--- src/rtl/program_sequencer_stack.sv ---
// Program sequencer: computes the next program-memory address each cycle and
// registers it as pc. It keeps a hardware return-address stack for call/ret,
// supports stall and soft reset, and keeps sticky overflow/underflow flags.
// Optional macro PS_STACK_TRAP_EN: a stack fault vectors to TRAP_ADDR instead.
module program_sequencer_stack #(
  parameter int              ADDR_W      = 8,
  parameter int              JMP_W       = 4,
  parameter int              STACK_DEPTH = 4,
  parameter logic [ADDR_W-1:0] TRAP_ADDR = ADDR_W'('hF0),
  localparam int             SP_W        = $clog2(STACK_DEPTH + 1)
) (
  input  logic              clk,
  input  logic              reset_n,
  input  logic              sync_reset,
  input  logic              stall,
  input  logic              jmp,
  input  logic              jmp_nz,
  input  logic              dont_jmp,
  input  logic              call,
  input  logic              ret,
  input  logic [JMP_W-1:0]  jmp_addr,
  output logic [ADDR_W-1:0] pm_addr,
  output logic [ADDR_W-1:0] pc,
  output logic [SP_W-1:0]   sp,
  output logic              stack_full,
  output logic              stack_empty,
  output logic              stack_ovf,
  output logic              stack_udf
);

  logic [ADDR_W-1:0] pc_q;
  logic [SP_W-1:0]   sp_q, sp_d;
  logic              ovf_q, ovf_d;
  logic              udf_q, udf_d;
  logic [ADDR_W-1:0] stack_q [STACK_DEPTH];
  logic [ADDR_W-1:0] pm_d;
  logic              push;
  logic [ADDR_W-1:0] pc_inc;
  logic [ADDR_W-1:0] target;
  logic [ADDR_W-1:0] top_entry;
  logic [ADDR_W-1:0] udf_addr;
  logic [ADDR_W-1:0] ovf_addr;
  logic              full;
  logic              empty;

  // Sequential increment wraps naturally at the address width.
  assign pc_inc = pc_q + ADDR_W'(1);
  // Jump field selects the top bits of the address; the low bits are zero.
  assign target = {jmp_addr, {(ADDR_W - JMP_W){1'b0}}};
  assign full   = (sp_q == SP_W'(STACK_DEPTH));
  assign empty  = (sp_q == '0);

`ifdef PS_STACK_TRAP_EN
  assign udf_addr = TRAP_ADDR;
  assign ovf_addr = TRAP_ADDR;
`else
  assign udf_addr = pc_inc;
  assign ovf_addr = target;
  logic unused_trap;
  assign unused_trap = ^TRAP_ADDR;
`endif

  // Read the most recently pushed entry (index sp-1); zero when empty.
  always_comb begin
    top_entry = '0;
    for (int i = 0; i < STACK_DEPTH; i++) begin
      if (sp_q == SP_W'(i + 1)) top_entry = stack_q[i];
    end
  end

  // Next-address priority: sync_reset, stall, ret, call, jmp, conditional jmp.
  always_comb begin
    pm_d  = pc_inc;
    sp_d  = sp_q;
    ovf_d = ovf_q;
    udf_d = udf_q;
    push  = 1'b0;
    if (sync_reset) begin
      pm_d  = '0;
      sp_d  = '0;
      ovf_d = 1'b0;
      udf_d = 1'b0;
    end else if (stall) begin
      pm_d = pc_q;
    end else if (ret) begin
      // ret wins over a simultaneous call; the call is dropped silently.
      if (!empty) begin
        pm_d = top_entry;
        sp_d = sp_q - SP_W'(1);
      end else begin
        pm_d  = udf_addr;
        udf_d = 1'b1;
      end
    end else if (call) begin
      if (!full) begin
        pm_d = target;
        push = 1'b1;
        sp_d = sp_q + SP_W'(1);
      end else begin
        // Push is lost but control flow still leaves.
        pm_d  = ovf_addr;
        ovf_d = 1'b1;
      end
    end else if (jmp || (jmp_nz && !dont_jmp)) begin
      pm_d = target;
    end
  end

  // Asynchronous reset forces the address bus to zero without waiting for a clock.
  assign pm_addr = reset_n ? pm_d : '0;

  // State update: pc follows pm_addr every edge; push writes the slot at sp.
  always_ff @(posedge clk or negedge reset_n) begin
    if (!reset_n) begin
      pc_q  <= '0;
      sp_q  <= '0;
      ovf_q <= 1'b0;
      udf_q <= 1'b0;
      for (int i = 0; i < STACK_DEPTH; i++) stack_q[i] <= '0;
    end else begin
      pc_q  <= pm_addr;
      sp_q  <= sp_d;
      ovf_q <= ovf_d;
      udf_q <= udf_d;
      for (int i = 0; i < STACK_DEPTH; i++) begin
        if (push && (sp_q == SP_W'(i))) stack_q[i] <= pc_inc;
      end
    end
  end

  assign pc          = pc_q;
  assign sp          = sp_q;
  assign stack_full  = full;
  assign stack_empty = empty;
  assign stack_ovf   = ovf_q;
  assign stack_udf   = udf_q;

endmodule

--- config.mk ---
export PLATFORM = sky130hd
export DESIGN_NAME = program_sequencer_stack
export DESIGN_NICKNAME = d
export VERILOG_FILES = /design/src/rtl/program_sequencer_stack.sv
export SDC_FILE = /design/constraint.sdc
export NUM_CORES = 1
export LEC_CHECK = 0
export ABC_AREA = 1
export BUFFER_PORTS_ARGS = -buffer_cell sky130_fd_sc_hd__clkbuf_2
export CAP_MARGIN = 30
export CORE_ASPECT_RATIO = 1.75
export CORE_MARGIN = 2
export CORE_UTILIZATION = 60
export CTS_CLUSTER_SIZE = 12
export DETAILED_ROUTE_END_ITERATION = 6
export GPL_ROUTABILITY_DRIVEN = 1
export PLACE_DENSITY = 0.83
export SLEW_MARGIN = 20
export SYNTH_ARGS = -nofsm -noshare
export SYNTH_HDL_FRONTEND = slang
export SYNTH_SLANG_ARGS = --single-unit
--- constraint.sdc ---
create_clock -name clk -period 3.61 [get_ports clk]
set_clock_uncertainty 0.05 [all_clocks]
set_input_delay 0.722 -clock clk [delete_from_list [all_inputs] [get_ports clk]]
set_output_delay 0.722 -clock clk [all_outputs]
set_load 0.05 [all_outputs]
=== Word-level counts from Yosys, hierarchy flattened ===
Cells that the tools add are included.

* Flip-flop bits (word level): 45
* Input bits: 13
* Output and inout bits: 23
* Word-level logic and storage cells: 66

* Add/subtract/negate cells: 3
* Eq/ne operators: 8
* Mux-type cells: 31
* Reduce and logical (&&, ||, !) cells: 16

{| class="wikitable"
|+ Operator list
! kind !! number
|-
| 8-bit two-way mux || 11
|-
| 3-bit two-way mux || 6
|-
| 1-bit two-way mux || 14
|-
| 8-bit by 1-bit adder with 8-bit output, second input constant || 1
|-
| 4-bit AND reduction || 2
|-
| 2-bit nonzero test || 4
|-
| 3-bit by 2-bit == test with 1-bit output, second input constant || 2
|-
| 3-bit != test, second input constant || 2
|-
| 1-bit logical AND || 5
|-
| 2-bit != test, second input constant || 2
|-
| 3-bit by 1-bit adder with 3-bit output, second input constant || 1
|-
| 3-bit by 1-bit == test with 1-bit output, second input constant || 1
|-
| 3-bit == test, second input constant || 1
|-
| 3-bit logical NOT || 1
|-
| 3-bit AND reduction || 1
|-
| 3-bit nonzero test || 1
|-
| 3-bit by 1-bit subtractor with 3-bit output, second input constant || 1
|-
| 1-bit logical NOT || 1
|-
| 1-bit logical OR || 1
|}

=== Longest topological paths before layout ===
Gate-level depths: netlist (run 1).

* Depth after elaboration: 10
* Depth in mapped cells: 12
* Mapped depth without buffers: 12

=== Least setup slack after synthesis (run 1) ===
OpenSTA, ideal clock, no wires.

* Kind: register to output
* Start point: register sp_q[0], in the netlist sp[0]
* End point: output port pm_addr[7]
* Arrival time: 2.687 ns
* Required time: 2.838 ns
* Path slack: 0.151 ns
* Cell stages (with the launch flop): 10
* Buffers on the path: 0
* Path through: dfrtp_1 inv_1 ha_1 nand2_4 inv_1 a21oi_1 nand2_1 nand2_1 nand2_1 a21oi_1

* Elaborated cells between the ends (all ways): 14
* Those cells by class: eq/ne: 4; mux: 9; reduce/logical: 1

{| class="wikitable"
|+ RTL lines
! element !! line !! source
|-
| start: declaration || 32 || <nowiki>logic [SP_W-1:0] sp_q, sp_d;</nowiki>
|-
| start signal: assignment || 122 || <nowiki>sp_q <= sp_d;</nowiki>
|-
| 3-bit == test || n/a ||
|-
| net stack_full || 25 || <nowiki>output logic stack_full,</nowiki>
|-
| 8-bit two-way mux || 67 || <nowiki>if (sp_q == SP_W'(i + 1)) top_entry = stack_q[i];</nowiki>
|-
| 8-bit two-way mux || 87 || <nowiki>if (!empty) begin</nowiki>
|-
| 8-bit two-way mux || 85 || <nowiki>end else if (ret) begin</nowiki>
|-
| 8-bit two-way mux || 83 || <nowiki>end else if (stall) begin</nowiki>
|-
| 8-bit two-way mux || 78 || <nowiki>if (sync_reset) begin</nowiki>
|-
| 8-bit two-way mux || 110 || <nowiki>assign pm_addr = reset_n ? pm_d : '0;</nowiki>
|-
| end: declaration || 22 || <nowiki>output logic [ADDR_W-1:0] pm_addr,</nowiki>
|}

The timed path passes the listed nets, and every way through them passes these cells.

=== Worst setup path after layout (run 1) ===
* Start point: register sp_q[2], in the netlist sp[2]
* End point: output port pm_addr[7]

* Cells in the longest elaborated chain, start to end: 10
* Elaborated cells between the ends (all ways): 14
* Those cells by class: eq/ne: 4; mux: 9; reduce/logical: 1

{| class="wikitable"
|+ Ends and longest elaborated chain
! element !! line
|-
| 3-bit by 1-bit == test with 1-bit output || 67
|-
| 8-bit two-way mux (4 in a row) || 67
|-
| 8-bit two-way mux (*) || 87
|-
| 8-bit two-way mux (*) || 85
|-
| 8-bit two-way mux (*) || 83
|-
| 8-bit two-way mux (*) || 78
|-
| 8-bit two-way mux (*) || 110
|}

Every way passes the cells marked *; elsewhere a longest branch is shown, timed or not.

==> run_results.csv, run 1 <==
group,metric,value,unit
status,outcome,"finished, final reports clean",
sta,pin_slew_with_the_least_headroom_to_its_limit,582,ps
routing,dr.pass1.iters,5,
sta,setup_viol_count_final,0,
synth,synth_simple_gate_area_share,26.1,%
placed_design,gpl.final_weighted_congestion,0.922,
placed_design,port_buffers,35,
sta,rsz0062_at_grt,"no",
synth,synthesis.yosys.warnings,0,
critical_path,critical-path-slowest-cell,"sky130_fd_sc_hd__dfrtp_1",
synth,synth-seq-area-share,44.0,%
floorplanning,die_y_extent,90.4,um
critical_path,crit_fanout,11,
critical_path,endpoint_kind,"primary output",
routing,drc_errors,0,
clocking,insertion_delay_of_the_later_clocked_pin_in_the_worst_skew_pair,300,ps
grt,antenna_found_initial,0,
floorplanning,coreArea,0.00411,mm^2
critical_path,crit_path_cell_trace,"inv_4, ha_1, inv_1, nand3_1, nand2_1, nand2_1, nand2_1, nand2_1, a21oi_1, clkbuf_2",
critical_path,crit_required,2840,ps
floorplanning,floorplan.rows,31,
placed_design,half_perimeter_wire_length_after_detailed_placement,5.32,mm
final_layout,layout-area-overhead-vs-synth,11.6,%
grt,grt-ovfl-total,0,
grt,first_global_vias,2395,
clocking,ctsResizeCount,0,
synth,gate_count_post_synth,330,
routing,iteration_0_drc_count_of_the_detailed_router,90,
clocking,clock-sinks,45,
routing,viasPerCell,5.70,
routing,route.final.wire_length,6.94,mm
synth,post_synth_main_area_contributors,"sky130_fd_sc_hd__dfrtp_1 44%, sky130_fd_sc_hd__nand2_1 13%, sky130_fd_sc_hd__a21oi_1 6.3%, sky130_fd_sc_hd__nor2_1 4.4%, sky130_fd_sc_hd__inv_1 4.1%",
final_layout,final.fill_count,377,
min_path,tightest_hold_check_type,"flip-flop to flip-flop",
synth,synth-seq-cells,45,
sta,max_freq,0.297,GHz
synth,synth-compound-area-share,17.4,%
synth,syn-mean-instance-area,7.76,um^2
final_layout,drive_above_1_share,18.8,%
clocking,tritoncts.num_buffers,5,
routing,dr_total_vias,2377,
clocking,cts.repair_timing.setup_buffer_count,0,
sta,hold_slack,436,ps
final_layout,finish.net_count,387,
clocking,cts-hold-fix-buffers,0,
critical_path,setup_cp_type,"flip-flop to primary output",
synth,synthesized_area_fraction_occupied_by_adder_cells,3.42,%
floorplanning,io-pin-count,36,
routing,antenna_left,0,
critical_path,cp-start-kind,"flip-flop",
sta,worst_slew_margin_rel,61.2,%
synth,synth.cell_area,0.00256,mm^2
synth,synth.area.mux_share,0,%
grt,grt_pass1_wl,11.5,mm
final_layout,seqCellArea,0.00113,mm^2
critical_path,crit_path_frequent_cell,"sky130_fd_sc_hd__nand2_1",
sta,min_period_over_period,93.2,%
clocking,clock_tree_from_tritoncts,"done",
clocking,clock_tree_buffer_depth,2,
sta,final-max-slew-violation-count,0,
floorplanning,floorplan.initialDensity,62.3,%
final_layout,multi_input_area,0.00124,mm^2
floorplanning,die_area,0.00483,mm^2
synth,main_combinational_cell_family_by_area_after_synthesis,"simple AND/OR/NAND/NOR gates",
synth,synth.largest_area_cell,"sky130_fd_sc_hd__dfrtp_1",
pwr,power.leakage,1.45,nW
sta,final_period_minus_worst_setup_slack,3370,ps
synth,synthXorXnorAreaFrac,1.37,%
grt,global_route.usage.total,32.7,%
final_layout,n_antenna_cell,0,
synth,synthDistinctLibCells,31,
critical_path,critical_path.max_stage_delay,660,ps
synth,total_nets_after_synthesis,350,
sta,hold_violations,0,
sta,fin_setup_tns,0,ps
synth,yosysTopAreaCellShare,44.0,%
pwr,ir_worst_vdd,0.530,mV
clocking,clk_pin_slew_worst_paths,90,ps
routing,routedWlPerCell,16.7,um
pwr,power_density,665,mW/mm^2
clocking,cts_root_buffer,"sky130_fd_sc_hd__clkbuf_8",
clocking,clock_h_tree_levels,2,
flow_run,max_cap_violations,0,
critical_path,arrival,2590,ps
grt,grt_start_max_net_pins,46,
floorplanning,die_w,53.4,um
area by class of cell:
| class | count | area share, % |
|---|---|---|
| clock inverter | 2 | 0.613 |
| inverter | 35 | 4.68 |
| timing repair buffer | 38 | 6.92 |
| sequential | 45 | 39.4 |
| multi-input combinational | 242 | 43.3 |
| clock buffer | 6 | 2.89 |
| tap | 49 | 2.15 |
synthesized netlist by cell type, drive strengths merged:
cell type / instances
nor3: 1
a31oi: 4
nor2: 37
o211ai: 1
nand3: 20
nand3b: 1
a21oi: 32
o21ai: 40
o22ai: 1
dfrtp: 45
a211oi: 2
a32o: 1
clkinv: 1
clkbuf: 2
inv: 34
ha: 7
nand2: 91
buf: 6
xnor2: 1
xor2: 3
metal layers:
layer / share of wire (%) / vias to the layer above / track usage, %
met1: 36 / 1102 / 37.9
met3: 4.6 / 29 / 4.47
met5: 0 / - / 0
li1: - / 1148 / -
met2: 54 / 98 / 53.5
met4: 5.3 / 0 / 21.4
path summary, 6_finish.rpt:
path,start,endpoint,slack (ps),cells after the start
setup / recovery,sp[2],pm_addr[7],240,10
min in group asynchronous,reset_n,stack_q[21],520,2
hold reg to reg,stack_q[24],stack_q[24],440,2
max in group asynchronous,reset_n,pc[5],2580,2
setup reg to reg,sp[2],pc[5],1460,11
hold / removal,stack_q[24],stack_q[24],440,2
logic make-up (layout without fill, tap and decap cells):
kind of cell,Yosys count,after routing
and+or+nand+nor,150,150
DFF,45,45
adders and majority gates,7,7
AOI/OAI and AO/OA,81,81
xor gates and xnor gates,4,4
buffers and inverters,43,81
registers in the layout (all words and copies together) (netlist names):
| signal | cells |
|---|---|
| pc | 8 |
| stack_udf | 1 |
| sp | 3 |
| stack_q | 32 |
| stack_ovf | 1 |
power breakdown:
group / switching [W] / leakage [nW] / total (W) / internal (W)
logic: 0.000558 / 0.809 / 0.000804 / 0.000246
clock network: 0.000178 / 0.0518 / 0.000337 / 0.000159
registers: 0.000117 / 0.587 / 0.000760 / 0.000643
placed cells by master, fill, tap and decap left out, drive strengths merged:
| cell type | instances |
|---|---|
| a211oi | 2 |
| a21oi | 32 |
| a31oi | 4 |
| a32o | 1 |
| buf | 3 |
| clkbuf | 41 |
| clkinv | 2 |
| dfrtp | 45 |
| ha | 7 |
| inv | 35 |
| nand2 | 91 |
| nand3 | 20 |
| nand3b | 1 |
| nor2 | 37 |
| nor3 | 1 |
| o211ai | 1 |
| o21ai | 40 |
| o22ai | 1 |
| xnor2 | 1 |
| xor2 | 3 |
stage by stage:
stage	std cells	utilization [%]	cell area [um^2]	total power [W]	setup WS, ps
after CTS	417	69.5	2860	0.00190	250
after floorplan	330	-	2560	0.00135	151
after detailed placement	409	67.1	2760	0.00157	600
after global routing	417	69.5	2860	0.00203	58.3
final	417	69.5	2860	0.00190	244
after global placement	409	67.1	2760	0.00155	625
worst max-delay path: cells and delay by family (launching register included):
family / cells / cell delay [ps]
adder cells (fa/ha/maj): 1 / 360
AND/OR/NAND/NOR: 5 / 350
buffers and inverters: 3 / 700
flip-flops: 1 / 660
AO/OA/AOI/OAI: 1 / 210
(Power assumes the default switching activity.)
==> run 2, diff against run 1 <==
--- a/config.mk
+++ b/config.mk
@@ -6,7 +6,7 @@
 export NUM_CORES = 1
 export LEC_CHECK = 0
 export ABC_AREA = 1
-export BUFFER_PORTS_ARGS = -buffer_cell sky130_fd_sc_hd__clkbuf_2
+export BUFFER_PORTS_ARGS = -buffer_cell sky130_fd_sc_hd__buf_2
 export CAP_MARGIN = 30
 export CORE_ASPECT_RATIO = 1.75
 export CORE_MARGIN = 2
==> run 2 against run 1 <==
  * Register-to-register slack about the same
  * Non-clock buffer count unchanged
  * Global-route usage down 1.2 points
  * Flip-flop and latch count unchanged
  * Count of clock-buffer cells in the layout down 1
  * Power up 3.8%
  * Critical path type unchanged
  * Critical endpoint unchanged
  * Largest power group unchanged
==> run_results.csv, run 2 (synthesis results as in run 1) <==
group,metric,value,unit
placed_design,placed_instances,409,
grt,grt_start_max_net_pins,46,
critical_path,endpoint_kind,"primary output",
sta,final_period_minus_worst_setup_slack,3340,ps
routing,viasPerCell,5.74,
floorplanning,floorplan.initialDensity,62.3,%
sta,worst_slew_margin_rel,61.8,%
sta,final-max-slew-violation-count,0,
critical_path,crit_required,2840,ps
clocking,cts-hold-fix-buffers,0,
min_path,hold_start,"stack_q[24]",
final_layout,layout-area-overhead-vs-synth,12.3,%
grt,first_global_vias,2378,
sta,setup_viol_count_final,0,
routing,dr.pass1.iters,4,
clocking,cts_root_buffer,"sky130_fd_sc_hd__clkbuf_8",
sta,hold_slack,441,ps
placed_design,place_worst_setup_slack,635,ps
floorplanning,io-pin-count,36,
routing,iteration_0_drc_count_of_the_detailed_router,93,
final_layout,finish.net_count,387,
final_layout,largest_register_ffs,32,
final_layout,largest_register,"stack_q",
grt,grt_pass1_wl,11.1,mm
sta,fin_setup_tns,0,ps
clocking,clock-sinks,45,
grt,antenna_found_initial,0,
sta,pin_slew_with_the_least_headroom_to_its_limit,573,ps
placed_design,half_perimeter_wire_length_after_detailed_placement,5.19,mm
min_path,tightest_hold_check_type,"flip-flop to flip-flop",
sta,max_freq,0.299,GHz
pwr,power.leakage,1.47,nW
final_layout,drive_above_1_share,18.8,%
routing,dr_total_vias,2392,
critical_path,crit_path_frequent_cell,"sky130_fd_sc_hd__nand2_1",
final_layout,post_layout_nonfiller_instances,417,
min_path,holdPathEnd,"stack_q[24]",
sta,postLayoutSetupSlackWorst,265,ps
clocking,tritoncts.num_buffers,5,
floorplanning,floorplan.rows,31,
final_layout,most_common_library_cell_in_the_layout_ignoring_fill_and_taps,"sky130_fd_sc_hd__nand2_1",
critical_path,cp-start-kind,"flip-flop",
grt,grt-ovfl-total,0,
critical_path,crit_family,"buffers and inverters",
clocking,clock_tree_from_tritoncts,"done",
routing,routedWlPerCell,16.3,um
sta,min_period_over_period,92.7,%
sta,rsz0062_at_grt,"no",
critical_path,path_buf_inv,3,
critical_path,regToRegEndpoint,"pc[5]",
pwr,power_density,686,mW/mm^2
final_layout,n_antenna_cell,0,
critical_path,timing.rr.start,"sp[2]",
critical_path,depth_of_the_worst_register_to_register_path,11,
routing,antenna_left,0,
critical_path,crit_fanout,11,
clocking,insertion_delay_of_the_later_clocked_pin_in_the_worst_skew_pair,300,ps
routing,route.final.wire_length,6.80,mm
critical_path,setup_cp_type,"flip-flop to primary output",
critical_path,critical_path.max_stage_delay,640,ps
clocking,clock_h_tree_levels,2,
floorplanning,die_area,0.00483,mm^2
critical_path,arrival,2570,ps
clocking,cts.repair_timing.setup_buffer_count,0,
final_layout,mostFrequentLayoutCells,"88 x sky130_fd_sc_hd__nand2_1, 45 x sky130_fd_sc_hd__dfrtp_1, 35 x sky130_fd_sc_hd__buf_2, 32 x sky130_fd_sc_hd__a21oi_1, 30 x sky130_fd_sc_hd__nor2_1",
pwr,ir_worst_vdd,0.458,mV
floorplanning,die_w,53.4,um
placed_design,gpl.final_weighted_congestion,0.965,
clocking,ctsResizeCount,0,
critical_path,r2r_setup_slack,1470,ps
flow_run,max_cap_violations,0,
clocking,clock_tree_buffer_depth,2,
floorplanning,die_y_extent,90.4,um
critical_path,crit_path_cell_trace,"inv_4, ha_1, inv_1, nand3_1, nand2_1, nand2_1, nand2_1, nand2_1, a21oi_1, buf_2",
routing,drc_errors,0,
clocking,clk_pin_slew_worst_paths,90,ps
grt,global_route.usage.total,31.5,%
critical_path,critical-path-slowest-cell,"sky130_fd_sc_hd__dfrtp_1",
sta,hold_violations,0,
placed_design,port_buffers,35,
floorplanning,coreArea,0.00411,mm^2
status,outcome,"finished, final reports clean",
min_path,whs_path_depth,2,
-- run 2: area by class of cell --
class,instances,area (um^2)
repair buffers,38,198
flip-flops and latches,45,1130
inverters,35,134
well taps,49,61.3
multi-input cells,242,1240
clock inverters,3,50.0
clock buffers,5,68.8
fillers,339,1230
-- run 2: worst min-delay path: stages (launching register included) --
cell and delay [ps]:
sky130_fd_sc_hd__dfrtp_1 350, sky130_fd_sc_hd__nand2_1 70, sky130_fd_sc_hd__o21ai_2 50
-- run 2: worst max path at each step --
stage	startpoint	endpoint	slack [ps]	depth (start not counted)
final	sp[2]	pm_addr[7]	270	10
after global routing	sp[2]	pm_addr[5]	50	13
after CTS	sp[2]	pm_addr[7]	280	10
after detailed placement	sp[2]	pm_addr[7]	630	10
after global placement	sp[2]	pm_addr[7]	660	10
after floorplan	sp[0]	pm_addr[7]	150	9
-- run 2: power by group --
group          leakage [nW]  switching [W]  internal [W]
clock network        0.0603       0.000188      0.000212
logic                 0.822       0.000568      0.000247
registers             0.587       0.000115      0.000643
-- run 2: stage by stage --
step,cell area [um^2],util (%),total power (W)
after floorplan,2560,-,0.00135
after global placement,2760,67.1,0.00155
after detailed placement,2760,67.1,0.00157
after CTS,2880,70.0,0.00197
after global routing,2880,70.0,0.00209
final,2880,70.0,0.00197
-- run 2: metal layers --
metal	GRT usage, %	up-vias	routed length, um
met1	35.7	1120	2590
met2	52.8	87	3500
met5	0	-	0
met3	4.30	33	273
met4	19.4	0	432
li1	-	1152	-
==> run 3, diff against run 2 <==
--- a/config.mk
+++ b/config.mk
@@ -10,11 +10,11 @@
 export CAP_MARGIN = 30
 export CORE_ASPECT_RATIO = 1.75
 export CORE_MARGIN = 2
-export CORE_UTILIZATION = 60
+export CORE_UTILIZATION = 61
 export CTS_CLUSTER_SIZE = 12
 export DETAILED_ROUTE_END_ITERATION = 6
 export GPL_ROUTABILITY_DRIVEN = 1
-export PLACE_DENSITY = 0.83
+export PLACE_DENSITY = 0.84
 export SLEW_MARGIN = 20
 export SYNTH_ARGS = -nofsm -noshare
 export SYNTH_HDL_FRONTEND = slang
==> run 3 against run 2 <==
  * Via count is 1.8% lower
  * Global-route usage is 0.92 points lower
  * Utilization is 0.38 points lower
  * First-iteration DRC count is 1.1% lower
  * Clock power is 20% lower
  * Power is 5.5% lower
  * Critical path depth is 3 higher
  * Register-to-register slack worse by 60 ps
  * Count of clock-buffer cells in the layout stayed put
  * Sequential share of layout area is 0.59 points higher
  * Critical endpoint is now pm_addr[5]
  * Largest power group unchanged
==> run_results.csv, run 3 (synthesis results as in run 1) <==
group,metric,value,unit
critical_path,cp-start-kind,"flip-flop",
placed_design,port_buffers,35,
placed_design,place_area,0.00274,mm^2
final_layout,post_layout_nonfiller_instances,415,
clocking,cts_root_buffer,"sky130_fd_sc_hd__clkbuf_8",
critical_path,arrival,2600,ps
pwr,power.leakage,1.45,nW
clocking,cts-hold-fix-buffers,0,
pwr,power_density,658,mW/mm^2
grt,grt_start_max_net_pins,46,
sta,hold_violations,0,
final_layout,n_antenna_cell,0,
clocking,tritoncts.num_buffers,5,
pwr,ir_worst_vdd,0.439,mV
grt,grt_pass1_wl,10.8,mm
critical_path,setup_cp_type,"flip-flop to primary output",
final_layout,drive_above_1_share,18.3,%
routing,dr.pass1.iters,4,
clocking,clock_tree_from_tritoncts,"done",
sta,pin_slew_with_the_least_headroom_to_its_limit,578,ps
floorplanning,floorplan.initialDensity,62.9,%
final_layout,postLayoutCellArea,0.00283,mm^2
routing,iteration_0_drc_count_of_the_detailed_router,92,
final_layout,final.fill_count,357,
pwr,total_power,0.00187,W
critical_path,critical-path-slowest-cell,"sky130_fd_sc_hd__dfrtp_1",
critical_path,critical_path.max_stage_delay,580,ps
sta,min_period_over_period,93.5,%
final_layout,layout-area-overhead-vs-synth,10.6,%
status,outcome,"finished, final reports clean",
clocking,ctsResizeCount,0,
routing,routedWlPerCell,15.4,um
final_layout,largest_register,"stack_q",
final_layout,largest_register_ffs,32,
critical_path,crit_path_cell_trace,"inv_4, ha_1, inv_1, nand2_1, inv_1, nand2_1, nand2_1, nand2_1, nand2_1, nand3_1, nand2_1, inv_1, buf_2",
sta,rsz0062_at_grt,"no",
routing,antenna_left,0,
routing,drc_errors,0,
sta,hold_slack,441,ps
grt,global_route.usage.total,30.6,%
floorplanning,io-pin-count,36,
min_path,tightest_hold_check_type,"flip-flop to flip-flop",
final_layout,finish.net_count,385,
clocking,insertion_delay_of_the_later_clocked_pin_in_the_worst_skew_pair,300,ps
sta,final_period_minus_worst_setup_slack,3380,ps
grt,antenna_found_initial,0,
sta,worst_slew_margin_rel,61.5,%
placed_design,gpl.final_weighted_congestion,0.925,
grt,first_global_vias,2325,
clocking,clock-sinks,45,
clocking,clock_tree_buffer_depth,2,
routing,dr_total_vias,2348,
floorplanning,floorplan.rows,31,
placed_design,placed_instances,407,
placed_design,half_perimeter_wire_length_after_detailed_placement,4.86,mm
clocking,clk_pin_slew_worst_paths,90,ps
critical_path,crit_required,2840,ps
critical_path,crit_path_frequent_cell,"sky130_fd_sc_hd__nand2_1",
clocking,cts.repair_timing.setup_buffer_count,0,
critical_path,r2r_setup_slack,1410,ps
floorplanning,coreArea,0.00407,mm^2
critical_path,crit_fanout,11,
floorplanning,die_y_extent,89.7,um
final_layout,most_common_library_cell_in_the_layout_ignoring_fill_and_taps,"sky130_fd_sc_hd__nand2_1",
flow_run,max_cap_violations,0,
critical_path,endpoint_kind,"primary output",
floorplanning,die_area,0.00475,mm^2
routing,viasPerCell,5.66,
grt,grt-ovfl-total,0,
final_layout,mostFrequentLayoutCells,"88 x sky130_fd_sc_hd__nand2_1, 45 x sky130_fd_sc_hd__dfrtp_1, 35 x sky130_fd_sc_hd__buf_2, 32 x sky130_fd_sc_hd__a21oi_1, 30 x sky130_fd_sc_hd__nor2_1",
floorplanning,die_w,53.0,um
sta,setup_viol_count_final,0,
routing,route.final.wire_length,6.38,mm
sta,final-max-slew-violation-count,0,
sta,max_freq,0.296,GHz
sta,fin_setup_tns,0,ps
clocking,clock_h_tree_levels,2,
==> run 3: report_power, final <==
| part | leakage, nW | switching [W] | total, W | internal (W) |
|---|---|---|---|---|
| clock | 0.0481 | 0.000183 | 0.000320 | 0.000137 |
| sequential | 0.587 | 0.000102 | 0.000744 | 0.000642 |
| combinational | 0.812 | 0.000555 | 0.000800 | 0.000245 |
==> run 3: area by class of cell <==
| cell class | instances | area (um^2) | area share, % |
|---|---|---|---|
| Sequential cell | 45 | 1130 | 39.7 |
| Multi-Input combinational cell | 242 | 1240 | 43.7 |
| Clock buffer | 5 | 68.8 | 2.43 |
| Timing Repair Buffer | 36 | 183 | 6.45 |
| Clock inverter | 3 | 22.5 | 0.795 |
| Inverter | 35 | 134 | 4.72 |
| Tap cell | 49 | 61.3 | 2.16 |
==> run 3: final timing paths <==
check | from | cells after the start | endpoint
max | sp[2] | 13 | pm_addr[5]
min | stack_q[24] | 2 | stack_q[24]
max reg2reg | sp[2] | 11 | pc[5]
min reg2reg | stack_q[24] | 2 | stack_q[24]
max in group asynchronous | reset_n | 2 | stack_ovf
min in group asynchronous | reset_n | 2 | stack_q[12]
==> run 3: stage by stage <==
stage	util, %	setup slack [ps]
finish	69.6	234
global route	69.6	3.05
floorplan	-	151
global placement	67.3	575
detailed placement	67.3	553
CTS	69.6	193
==> run 3: critical path, delay by kind of cell (launching register included) <==
kind / cells / cell delay, ps
fa+ha+maj: 1 / 440
flops: 1 / 580
buf+inv: 5 / 800
simple gates: 7 / 480
==> run 3: layer usage <==
layer	part of all wire, %	up-vias	track usage, %	wire [um]
li1	-	1141	-	-
met1	38	1117	35.9	2450
met2	54	69	52.0	3430
met3	3.7	21	4.82	238
met4	3.9	0	14.7	251
met5	0	-	0	0
